--- config.mk ---
export PLATFORM = sky130hd
export DESIGN_NAME = rhd_cmd_scheduler
export DESIGN_NICKNAME = d
export VERILOG_FILES = /design/src/rtl/rhd_cmd_scheduler.sv
export SDC_FILE = /design/constraint.sdc
export NUM_CORES = 1
export LEC_CHECK = 0
export CAP_MARGIN = 40
export CORE_ASPECT_RATIO = 1.4
export CORE_MARGIN = 2
export CORE_UTILIZATION = 60
export DETAILED_ROUTE_END_ITERATION = 16
export PLACE_DENSITY = 0.88
export SETUP_SLACK_MARGIN = 0.2
export SLEW_MARGIN = 30
export SYNTH_ARGS = -nofsm -noshare
export SYNTH_HDL_FRONTEND = slang
export SYNTH_SLANG_ARGS = --single-unit
--- constraint.sdc ---
create_clock -name aclk -period 4.2 [get_ports aclk]
set_input_delay 1.05 -clock aclk [delete_from_list [all_inputs] [get_ports aclk]]
set_output_delay 1.05 -clock aclk [all_outputs]
set_load 0.01 [all_outputs]
--- src/rtl/rhd_cmd_scheduler.sv ---
// rtl/rhd_cmd_scheduler.sv - RHD2000 frame-level SPI command sequencer with aux command FIFO
//
// Purpose: emits the 16-bit MOSI command stream for each sampling frame.
//   One CONVERT per amplifier channel, then AUX_SLOTS auxiliary words. Each aux
//   word is the head of a software-loaded FIFO, or the dummy READ(40) when the
//   FIFO is empty. The block also counts frames and flags batch boundaries.
//
// Build option: RHD_CMD_SCHED_CAL_EN
//   When defined, aux slot 0 of the first frame after each start carries
//   CALIBRATE (16'h5500). That word overrides the FIFO and does not pop it.
//
// Ports:
//   aclk, aresetn         clock; asynchronous active-low reset
//   run                   level; 1 = acquire, 0 = stop at end of current frame
//   dsp_hpf               H bit for CONVERT words, sampled at frame start
//   batch_len             frames per batch (0 acts as 1), sampled at frame start
//   aux_wr_valid/data     aux FIFO push
//   aux_wr_ready          FIFO not full
//   aux_level             FIFO occupancy
//   cmd_valid/data/ready  command word handshake to the SPI shifter
//   frame_start           pulse, coincident with the first word of each frame
//   batch_done            pulse, the cycle after the last word of a batch is accepted
//   busy                  high while a run is in progress
//   frame_count           frames completed since the last start
module rhd_cmd_scheduler #(
  parameter int NUM_CH         = 32,
  parameter int AUX_SLOTS      = 3,
  parameter int AUX_FIFO_DEPTH = 16
) (
  input  logic                              aclk,
  input  logic                              aresetn,
  input  logic                              run,
  input  logic                              dsp_hpf,
  input  logic [15:0]                       batch_len,
  input  logic                              aux_wr_valid,
  input  logic [15:0]                       aux_wr_data,
  output logic                              aux_wr_ready,
  output logic [$clog2(AUX_FIFO_DEPTH):0]   aux_level,
  output logic                              cmd_valid,
  output logic [15:0]                       cmd_data,
  input  logic                              cmd_ready,
  output logic                              frame_start,
  output logic                              batch_done,
  output logic                              busy,
  output logic [31:0]                       frame_count
);

  localparam int              PW         = $clog2(AUX_FIFO_DEPTH);
  localparam int              LW         = PW + 1;
  localparam logic [15:0]     DUMMY_WORD = 16'hE800;
  localparam logic [5:0]      LAST_CH    = 6'(NUM_CH - 1);
  localparam logic [2:0]      LAST_AUX   = 3'(AUX_SLOTS - 1);
  localparam logic [LW-1:0]   FIFO_FULL  = LW'(AUX_FIFO_DEPTH);

  typedef enum logic [1:0] {S_IDLE, S_CONV, S_AUX} state_e;

  state_e       state_q, state_d;
  logic [5:0]   slot_q, slot_d;
  logic [2:0]   aux_idx_q, aux_idx_d;
  logic         hpf_q, hpf_d;
  logic [15:0]  batch_len_q, batch_len_d;
  logic [15:0]  batch_cnt_q, batch_cnt_d;
  logic [31:0]  frame_cnt_q, frame_cnt_d;
  logic         cmd_valid_q, cmd_valid_d;
  logic [15:0]  cmd_data_q, cmd_data_d;
  logic         frame_start_q, frame_start_d;
  logic         batch_done_q, batch_done_d;
  // The word currently presented was taken from the FIFO, so its acceptance pops.
  logic         aux_src_q, aux_src_d;

  logic [15:0]  fifo_mem [AUX_FIFO_DEPTH];
  logic [PW-1:0] wr_ptr_q, rd_ptr_q;
  logic [LW-1:0] count_q;

  logic         accept, push, pop;
  logic         fifo_avail;
  logic [15:0]  fifo_next_head;
  logic [15:0]  aux_word;
  logic         aux_word_src;
  logic         cal_take;
  logic [15:0]  eff_len;

  function automatic logic [15:0] convert_word(input logic [5:0] ch, input logic h);
    return {2'b00, ch, 7'b0, h};
  endfunction

  assign accept = cmd_valid_q && cmd_ready;
  assign push   = aux_wr_valid && (count_q != FIFO_FULL);
  assign pop    = accept && aux_src_q;

  // The next aux slot is decided on the edge that accepts the previous word.
  // A pop on that same edge is taken into account, but a push on that edge is not.
  assign fifo_avail     = (count_q - LW'(pop)) != '0;
  assign fifo_next_head = fifo_mem[pop ? rd_ptr_q + PW'(1) : rd_ptr_q];

`ifdef RHD_CMD_SCHED_CAL_EN
  logic cal_pend_q, cal_pend_d;
  // Aux slot 0 is only ever entered from CONV.
  assign cal_take = cal_pend_q && (state_q == S_CONV);
`else
  assign cal_take = 1'b0;
`endif

  always_comb begin
    aux_word     = DUMMY_WORD;
    aux_word_src = 1'b0;
    if (cal_take) begin
      aux_word = 16'h5500;
    end else if (fifo_avail) begin
      aux_word     = fifo_next_head;
      aux_word_src = 1'b1;
    end
  end

  assign eff_len = (batch_len_q == 16'd0) ? 16'd1 : batch_len_q;

  always_comb begin
    state_d       = state_q;
    slot_d        = slot_q;
    aux_idx_d     = aux_idx_q;
    hpf_d         = hpf_q;
    batch_len_d   = batch_len_q;
    batch_cnt_d   = batch_cnt_q;
    frame_cnt_d   = frame_cnt_q;
    cmd_valid_d   = cmd_valid_q;
    cmd_data_d    = cmd_data_q;
    frame_start_d = 1'b0;
    batch_done_d  = 1'b0;
    aux_src_d     = aux_src_q;
`ifdef RHD_CMD_SCHED_CAL_EN
    cal_pend_d    = cal_pend_q;
`endif
    case (state_q)
      S_IDLE: begin
        if (run) begin
          state_d       = S_CONV;
          slot_d        = 6'd0;
          hpf_d         = dsp_hpf;
          batch_len_d   = batch_len;
          batch_cnt_d   = 16'd0;
          frame_cnt_d   = 32'd0;
          cmd_valid_d   = 1'b1;
          cmd_data_d    = convert_word(6'd0, dsp_hpf);
          frame_start_d = 1'b1;
          aux_src_d     = 1'b0;
`ifdef RHD_CMD_SCHED_CAL_EN
          cal_pend_d    = 1'b1;
`endif
        end
      end
      S_CONV: begin
        if (accept) begin
          if (slot_q != LAST_CH) begin
            slot_d     = slot_q + 6'd1;
            cmd_data_d = convert_word(slot_q + 6'd1, hpf_q);
          end else begin
            state_d    = S_AUX;
            aux_idx_d  = 3'd0;
            cmd_data_d = aux_word;
            aux_src_d  = aux_word_src;
`ifdef RHD_CMD_SCHED_CAL_EN
            cal_pend_d = 1'b0;
`endif
          end
        end
      end
      S_AUX: begin
        if (accept) begin
          if (aux_idx_q != LAST_AUX) begin
            aux_idx_d  = aux_idx_q + 3'd1;
            cmd_data_d = aux_word;
            aux_src_d  = aux_word_src;
          end else begin
            frame_cnt_d = frame_cnt_q + 32'd1;
            // Use >= so that a batch still closes if batch_len shrank below the running count.
            if ((batch_cnt_q + 16'd1) >= eff_len) begin
              batch_done_d = 1'b1;
              batch_cnt_d  = 16'd0;
            end else begin
              batch_cnt_d  = batch_cnt_q + 16'd1;
            end
            aux_src_d = 1'b0;
            if (run) begin
              state_d       = S_CONV;
              slot_d        = 6'd0;
              hpf_d         = dsp_hpf;
              batch_len_d   = batch_len;
              cmd_data_d    = convert_word(6'd0, dsp_hpf);
              frame_start_d = 1'b1;
            end else begin
              state_d     = S_IDLE;
              cmd_valid_d = 1'b0;
              cmd_data_d  = 16'd0;
            end
          end
        end
      end
      default: state_d = S_IDLE;
    endcase
  end

  always_ff @(posedge aclk or negedge aresetn) begin
    if (!aresetn) begin
      state_q       <= S_IDLE;
      slot_q        <= 6'd0;
      aux_idx_q     <= 3'd0;
      hpf_q         <= 1'b0;
      batch_len_q   <= 16'd0;
      batch_cnt_q   <= 16'd0;
      frame_cnt_q   <= 32'd0;
      cmd_valid_q   <= 1'b0;
      cmd_data_q    <= 16'd0;
      frame_start_q <= 1'b0;
      batch_done_q  <= 1'b0;
      aux_src_q     <= 1'b0;
      wr_ptr_q      <= '0;
      rd_ptr_q      <= '0;
      count_q       <= '0;
    end else begin
      state_q       <= state_d;
      slot_q        <= slot_d;
      aux_idx_q     <= aux_idx_d;
      hpf_q         <= hpf_d;
      batch_len_q   <= batch_len_d;
      batch_cnt_q   <= batch_cnt_d;
      frame_cnt_q   <= frame_cnt_d;
      cmd_valid_q   <= cmd_valid_d;
      cmd_data_q    <= cmd_data_d;
      frame_start_q <= frame_start_d;
      batch_done_q  <= batch_done_d;
      aux_src_q     <= aux_src_d;
      if (push) wr_ptr_q <= wr_ptr_q + PW'(1);
      if (pop)  rd_ptr_q <= rd_ptr_q + PW'(1);
      count_q <= count_q + LW'(push) - LW'(pop);
    end
  end

`ifdef RHD_CMD_SCHED_CAL_EN
  always_ff @(posedge aclk or negedge aresetn) begin
    if (!aresetn) cal_pend_q <= 1'b0;
    else          cal_pend_q <= cal_pend_d;
  end
`endif

  // Storage only; occupancy and pointers carry the reset state.
  always_ff @(posedge aclk) begin
    if (push) fifo_mem[wr_ptr_q] <= aux_wr_data;
  end

  assign aux_wr_ready = (count_q != FIFO_FULL);
  assign aux_level    = count_q;
  assign cmd_valid    = cmd_valid_q;
  assign cmd_data     = cmd_data_q;
  assign frame_start  = frame_start_q;
  assign batch_done   = batch_done_q;
  assign busy         = (state_q != S_IDLE);
  assign frame_count  = frame_cnt_q;

endmodule

==> results of run 1 <==
==> final timing paths <==
kind	slack, ns	startpoint	end	cells after the start
hold / removal	0.52	hpf_q	hpf_q	1
setup reg to reg	0.92	batch_cnt_q[0]	batch_cnt_q[5]	14
max in group asynchronous	2.82	aresetn	batch_cnt_q[12]	2
setup / recovery	0.92	batch_cnt_q[0]	batch_cnt_q[5]	14
min in group asynchronous	0.59	aresetn	frame_count[20]	1
hold reg to reg	0.52	hpf_q	hpf_q	1
==> final cells by class <==
cell class | count | area, um^2
sequential | 365 | 10400
fill | 1776 | 8260
multi-input combinational | 832 | 6380
timing repair buffer | 144 | 1370
clock buffer | 47 | 992
tap | 375 | 469
clock inverter | 18 | 298
inverter | 56 | 213
==> layer usage <==
| layer | global-route usage (%) | share of wire (%) | wire (um) |
|---|---|---|---|
| met1 | 33.8 | 34 | 14900 |
| met2 | 52.4 | 51 | 22600 |
| met3 | 4.66 | 9.2 | 4090 |
| met4 | 16.7 | 6.1 | 2690 |
| met5 | 0 | 0 | 0 |
==> registers in the layout (all words and copies together) (netlist names) <==
register,count
aux_level,5
aux_src_q,1
batch_done,1
slot_q,6
batch_len_q,16
cmd_data,16
batch_cnt_q,16
wr_ptr_q,4
fifo_mem,256
rd_ptr_q,4
cmd_valid,1
frame_count,32
hpf_q,1
state_q,2
frame_start,1
aux_idx_q,3
==> cell usage in the layout (no fill, tap or decap), types with 8 or more instances in the layout <==
cell	n
o221ai_1	54
clkdlybuf4s50_1	94
edfxtp_1	256
o211ai_1	17
a221oi_1	20
and2_1	15
or3_1	14
o21ai_0	47
o22ai_1	12
mux2_2	26
inv_1	52
mux2i_1	83
nor2b_1	9
nand4_1	14
a21oi_1	34
nor4_1	8
nor3_1	18
o2111ai_1	11
xor2_1	12
nand3_1	59
xnor2_1	24
and3_1	14
dfrtp_1	108
nor2_1	46
nand2_1	119
a32o_1	10
a22o_1	13
buf_4	45
ha_1	38
mux4_2	29
clkbuf_16	36
==> per-stage QoR <==
stage,hold WS [ns],worst slack (ns),cells,cell area [um^2],util [%]
floorplan,0.480,0.665,1333,17400,-
global placement,0.495,0.610,1769,18800,66.2
detailed placement,0.499,0.479,1770,18800,66.2
CTS,0.512,0.970,1835,20100,70.8
global route,0.544,0.621,1837,20100,70.9
finish,0.516,0.916,1837,20100,70.9
==> kinds of logic (layout without fill, tap and decap cells) <==
family,Yosys count,after routing
buffers and inverters,136,265
adder cells (fa/ha/maj),39,39
multiplexers,139,139
AO/OA/AOI/OAI,273,273
AND/OR/NAND/NOR,343,343
XOR/XNOR,38,38
flip-flops,365,365
==> report_power, final <==
group	switching (uW)	internal [uW]
Clock	1370	2120
Sequential	173	4170
Combinational	535	331
Total	2080	6620
==> worst register-to-register path: stages, from the launching register on <==
cell	delay (ns)
dfrtp_1	0.44
ha_1	0.25
and3_1	0.22
nand3_1	0.18
nor2_1	0.22
nor2b_1	0.09
or2_2	0.31
ha_1	0.32
nand4_1	0.13
o21ba_2	0.15
o22ai_1	0.08
a211oi_2	0.27
buf_4	0.28
a31oi_1	0.12
a31oi_1	0.16
==> results.tsv, run 1 <==
stage	metric	value	unit
sta	rsz0062_at_grt	no	
synth	yosys.area_share.simple	9.72	%
die	dieArea	0.0304	mm^2
synth	synth_commonest_cells	edfxtp_1, nand2_1, dfrtp_1	
cts	clock_sinks	365	
detailed_routing	wl_per_cell	24.1	um
grt	grt_pass1_wl	69200	um
pwr	power_density	432	mW/mm^2
synth	synth.area.top_cells	edfxtp_1, dfrtp_1, mux2i_1	
sta	slew_violations	0	
place	port_buffers	95	
die	core_area	0.0284	mm^2
pwr	vdd.ir_drop.worst	309	uV
die	initial_core_util	61.2	%
final_layout	final_nets	1512	
synth	ys_warn_count	0	
synth	synth_xor_area_share	2.00	%
synth	syn_area_per_cell	13.0	um^2
setup_path	endpoint_kind	flop	
synth	synth-async-reset-ratio	29.9	%
synth	synth_seq_cells	365	
synth	synth_compound_area_share	11.7	%
synth	synth_most_common_cell	edfxtp_1	
min_path	hp-class	flop to flop	
synth	synth_adder_area_share	2.85	%
detailed_routing	drt-initial-drc-count	1255	
sta	hold_violations	0	
sta	slew_headroom	51.0	%
synth	syn-instance-count	1333	
grt	grt_usage	29.4	%
sta	tightest_slew	0.735	ns
setup_path	crit_required	4.64	ns
cts	postCtsResizedCells	0	
run_status	status	finished, final reports clean	
synth	synth_cell_type_count	73	
setup_path	critPathMaxFanout	17	
synth	synth_mux_area_share	10.3	%
run	cap_violations	0	
setup_path	arrival	3.72	ns
sta	max_freq	305	MHz
final_layout	antenna_cells	0	
pwr	power	8690	uW
synth	ys.flop_type	edfxtp_1	
sta	fin_crit	3.28	ns
setup_path	timing.setup.critical_path_class	flop to flop	
setup_path	critPathBufInv	1	
cts	cts_max_path_buffers	3	
sta	skew	0.0214	ns
grt	grt_overflow_total	0	
grt	grt_pass1_vias	12800	
detailed_routing	drc	0	
synth	synth_top_area_share	44.2	%
detailed_routing	first_pass_iters	13	
synth	ys_seq_area_share	59.9	%
detailed_routing	wl	44300	um
die	die_x	148	um
grt	grt_max_degree	60	
synth	yosysTopAreaCell	edfxtp_1	
pwr	leakage	0.00722	uW
cts	postCtsHoldBufs	0	
setup_path	cp_slowest_stage_delay	0.44	ns
setup_path	crit_path_cell_trace	ha_1 -> and3_1 -> nand3_1 -> nor2_1 -> nor2b_1 -> or2_2 -> ha_1 -> nand4_1 -> o21ba_2 -> o22ai_1 -> a211oi_2 -> buf_4 -> a31oi_1 -> a31oi_1	
die	num_rows	73	
detailed_routing	via_per_inst	6.81	
cts	cts_tree	yes	
cts	htree_levels	2	
final_layout	area_delta_synth_final	15.9	%
place	hpwlAfterDp	28000	um
setup_path	critPathTopFamily	simple AND/OR/NAND/NOR gates	
grt	grt_antenna_before_repair	0	
place	globalplace.congestion	0.891	
sta	period_share	78.2	%
setup_path	crit_path_top_delay_cell	dfrtp_1	
die	fp.dieH	205	um
synth	synth_top_family_by_area	compound AO/OA/AOI/OAI gates	
synth	synth_nets	1410	
cts	clk_latency	0.54	ns
cts	root_buffer	clkbuf_16	
cts	numCtsBuffers	36	
setup_path	start_kind	flop	
cts	cts_setup_buffers	0	
detailed_routing	ant_nets	0	
sta	setup_violations	0	
final_layout	drive_above_1_share	12.7	%
synth	synth_edf_count	256	
synth	syn_area	0.0174	mm^2
detailed_routing	num_vias	12500	
cts	clkSlewWorstSetupHoldPaths	0.06	ns
sta	fin_setup_tns	0	ns
die	io_pins	96	
No activity file was read; power rests on OpenSTA's default activity.
==> inputs of run 2 (changes only) <==
CORE_UTILIZATION = 54   (was 60)
PLACE_DENSITY = 0.84   (was 0.88)
clock period = 2.75 ns   (was 4.2 ns; I/O delays follow)
==> run 2 against run 1 <==
The run now ends with negative setup slack left. Via count up 2.1%. Flip-flop and latch count unchanged. Setup slack worse by 1.1 ns. Worst hold slack worse by 0.40 ns. Utilization down 2.7 points. Critical path depth unchanged. Clock skew up 0.0034 ns. Count of clock-buffer cells in the layout unchanged. Sequential share of layout area down 3.3 points. Cell count up 6.3%. Clock power up 37%.
==> results.tsv, run 2 (synthesized netlist as in run 1, its figures left out) <==
stage	metric	value	unit
final_layout	largest_reg_flops	256	
pwr	leakage	0.00775	uW
final_layout	fin_area	0.0215	mm^2
grt	grt_antenna_before_repair	1	
run_status	status	finished with violations	
detailed_routing	first_pass_iters	6	
cts	cts_max_path_buffers	3	
setup_path	crit_path_top_delay_cell	dfrtp_1	
detailed_routing	drc	0	
sta	fin_ws	-0.181	ns
sta	max_freq	341	MHz
final_layout	fin_cells	1952	
place	hpwlAfterDp	29900	um
min_path	hp-class	input port to async pin	
grt	grt_overflow_total	0	
pwr	power_density	606	mW/mm^2
final_layout	final_nets	1608	
place	dp.cells	1860	
cts	postCtsHoldBufs	0	
setup_path	critPathBufInv	3	
final_layout	drive_above_1_share	21.5	%
sta	fin_crit	2.93	ns
sta	setup_violations	17	
final_layout	layout_common_cells	edfxtp_1, nand2_1, buf_4	
setup_path	arrival	3.37	ns
final_layout	regMostFlops	fifo_mem	
cts	clock_sinks	365	
sta	hold_violations	0	
sta	period_share	107	%
final_layout	final_common_cell	edfxtp_1	
detailed_routing	wl	46500	um
place	globalplace.congestion	0.893	
grt	grt_usage	27.4	%
grt	grt_pass1_wl	71300	um
run_status	violations	negative setup slack	
setup_path	timing.setup.critical_path_class	flop to flop	
setup_path	endpoint_kind	flop	
cts	clkSlewWorstSetupHoldPaths	0.07	ns
final_layout	area_delta_synth_final	24.0	%
detailed_routing	ant_nets	0	
place	pre_cts_ws	-0.323	ns
sta	slew_headroom	53.6	%
setup_path	path_common_cell	buf_6	
die	core_area	0.0316	mm^2
place	port_buffers	95	
die	dieArea	0.0336	mm^2
pwr	power	13100	uW
sta	tightest_slew	0.694	ns
cts	numCtsBuffers	36	
place	place_area	0.0199	mm^2
die	initial_core_util	55.0	%
cts	htree_levels	2	
setup_path	start_kind	flop	
die	fp.dieH	216	um
cts	cts_tree	yes	
final_layout	antenna_cells	0	
grt	grt_max_degree	91	
sta	whs	0.113	ns
grt	grt_pass1_vias	13000	
cts	clk_latency	0.56	ns
detailed_routing	drt-initial-drc-count	1561	
setup_path	critPathMaxFanout	6	
detailed_routing	wl_per_cell	23.8	um
die	io_pins	96	
sta	rsz0062_at_grt	yes	
detailed_routing	num_vias	12800	
die	num_rows	77	
detailed_routing	via_per_inst	6.55	
sta	skew	0.0248	ns
setup_path	crit_required	3.19	ns
die	die_x	156	um
run	cap_violations	0	
setup_path	critPathTopFamily	simple AND/OR/NAND/NOR gates	
cts	root_buffer	clkbuf_16	
setup_path	cp_slowest_stage_delay	0.38	ns
sta	slew_violations	0	
setup_path	crit_path_cell_trace	ha_2 -> and3_4 -> nand3_4 -> nor2_4 -> nand3_2 -> xnor2_2 -> ha_1 -> nand4_1 -> buf_4 -> o31ai_4 -> a211oi_4 -> buf_6 -> buf_6 -> a32o_1	
pwr	vdd.ir_drop.worst	410	uV
[run 2: cell count changes in the layout (fill, tap and decap cells not counted), moves of 5 or more]
cell and delta:
bufinv_16 -6, nor2_1 -8, nor4_4 +5, inv_1 -6
nor4_2 -5, ha_4 +8, buf_4 +61, buf_12 +29
ha_1 -11, buf_6 +6
[run 2: per-stage QoR]
stage	setup TNS [ns]	util (%)
floorplan	0	-
global placement	-2.25	63.1
detailed placement	-4.23	63.1
CTS	-0.133	67.4
global route	-4.81	68.2
finish	-2.27	68.2
[run 2: worst reg2reg max path: stages (launching register included)]
cell and delay, ns:
dfrtp_1 0.38, ha_2 0.21, and3_4 0.20, nand3_4 0.10, nor2_4 0.17, nand3_2 0.11, xnor2_2 0.15, ha_1 0.29
nand4_1 0.19, buf_4 0.21, o31ai_4 0.21, a211oi_4 0.05, buf_6 0.15, buf_6 0.13, a32o_1 0.25
[run 2: final timing paths]
path,start,slack (ns),depth (start not counted),endpoint
worst max-delay path,batch_cnt_q[0],-0.18,14,batch_cnt_q[3]
worst min-delay path,aresetn,0.11,1,frame_count[17]
worst max register to register,batch_cnt_q[0],-0.18,14,batch_cnt_q[3]
worst min register to register,batch_len_q[0],0.51,1,batch_len_q[0]
max in group asynchronous,aresetn,1.98,2,aux_level[0]
min in group aclk,batch_len_q[0],0.51,1,batch_len_q[0]
[run 2: metal layers]
metal	routed length, um	track usage (%)	vias to the layer above
met1	16200	31.3	6295
met3	3210	4.44	198
li1	-	-	5572
met4	3000	16.3	2
met5	11	0	-
met2	24100	48.3	711
[run 2: timing repair]
item | in CTS | in global routing
pin swaps | 18 | 24
gates cloned | 1 | 1
setup buffers | 14 | 12
resized for setup | 19 | 29
setup endpoints to repair | 28 | 36
[run 2: layout make-up]
class,instances,area [um^2]
flip-flops and latches,365,10400
fillers,2013,10100
multi-input cells,832,6790
repair buffers,240,2490
clock buffers,47,972
well taps,395,494
inverters,56,224
clock inverters,17,145
[run 2: where the power goes]
| part | internal, uW | switching (uW) | leakage (uW) |
|---|---|---|---|
| sequential | 6370 | 265 | 0.00379 |
| clock | 2620 | 2150 | 0.000536 |
| combinational | 710 | 944 | 0.00342 |
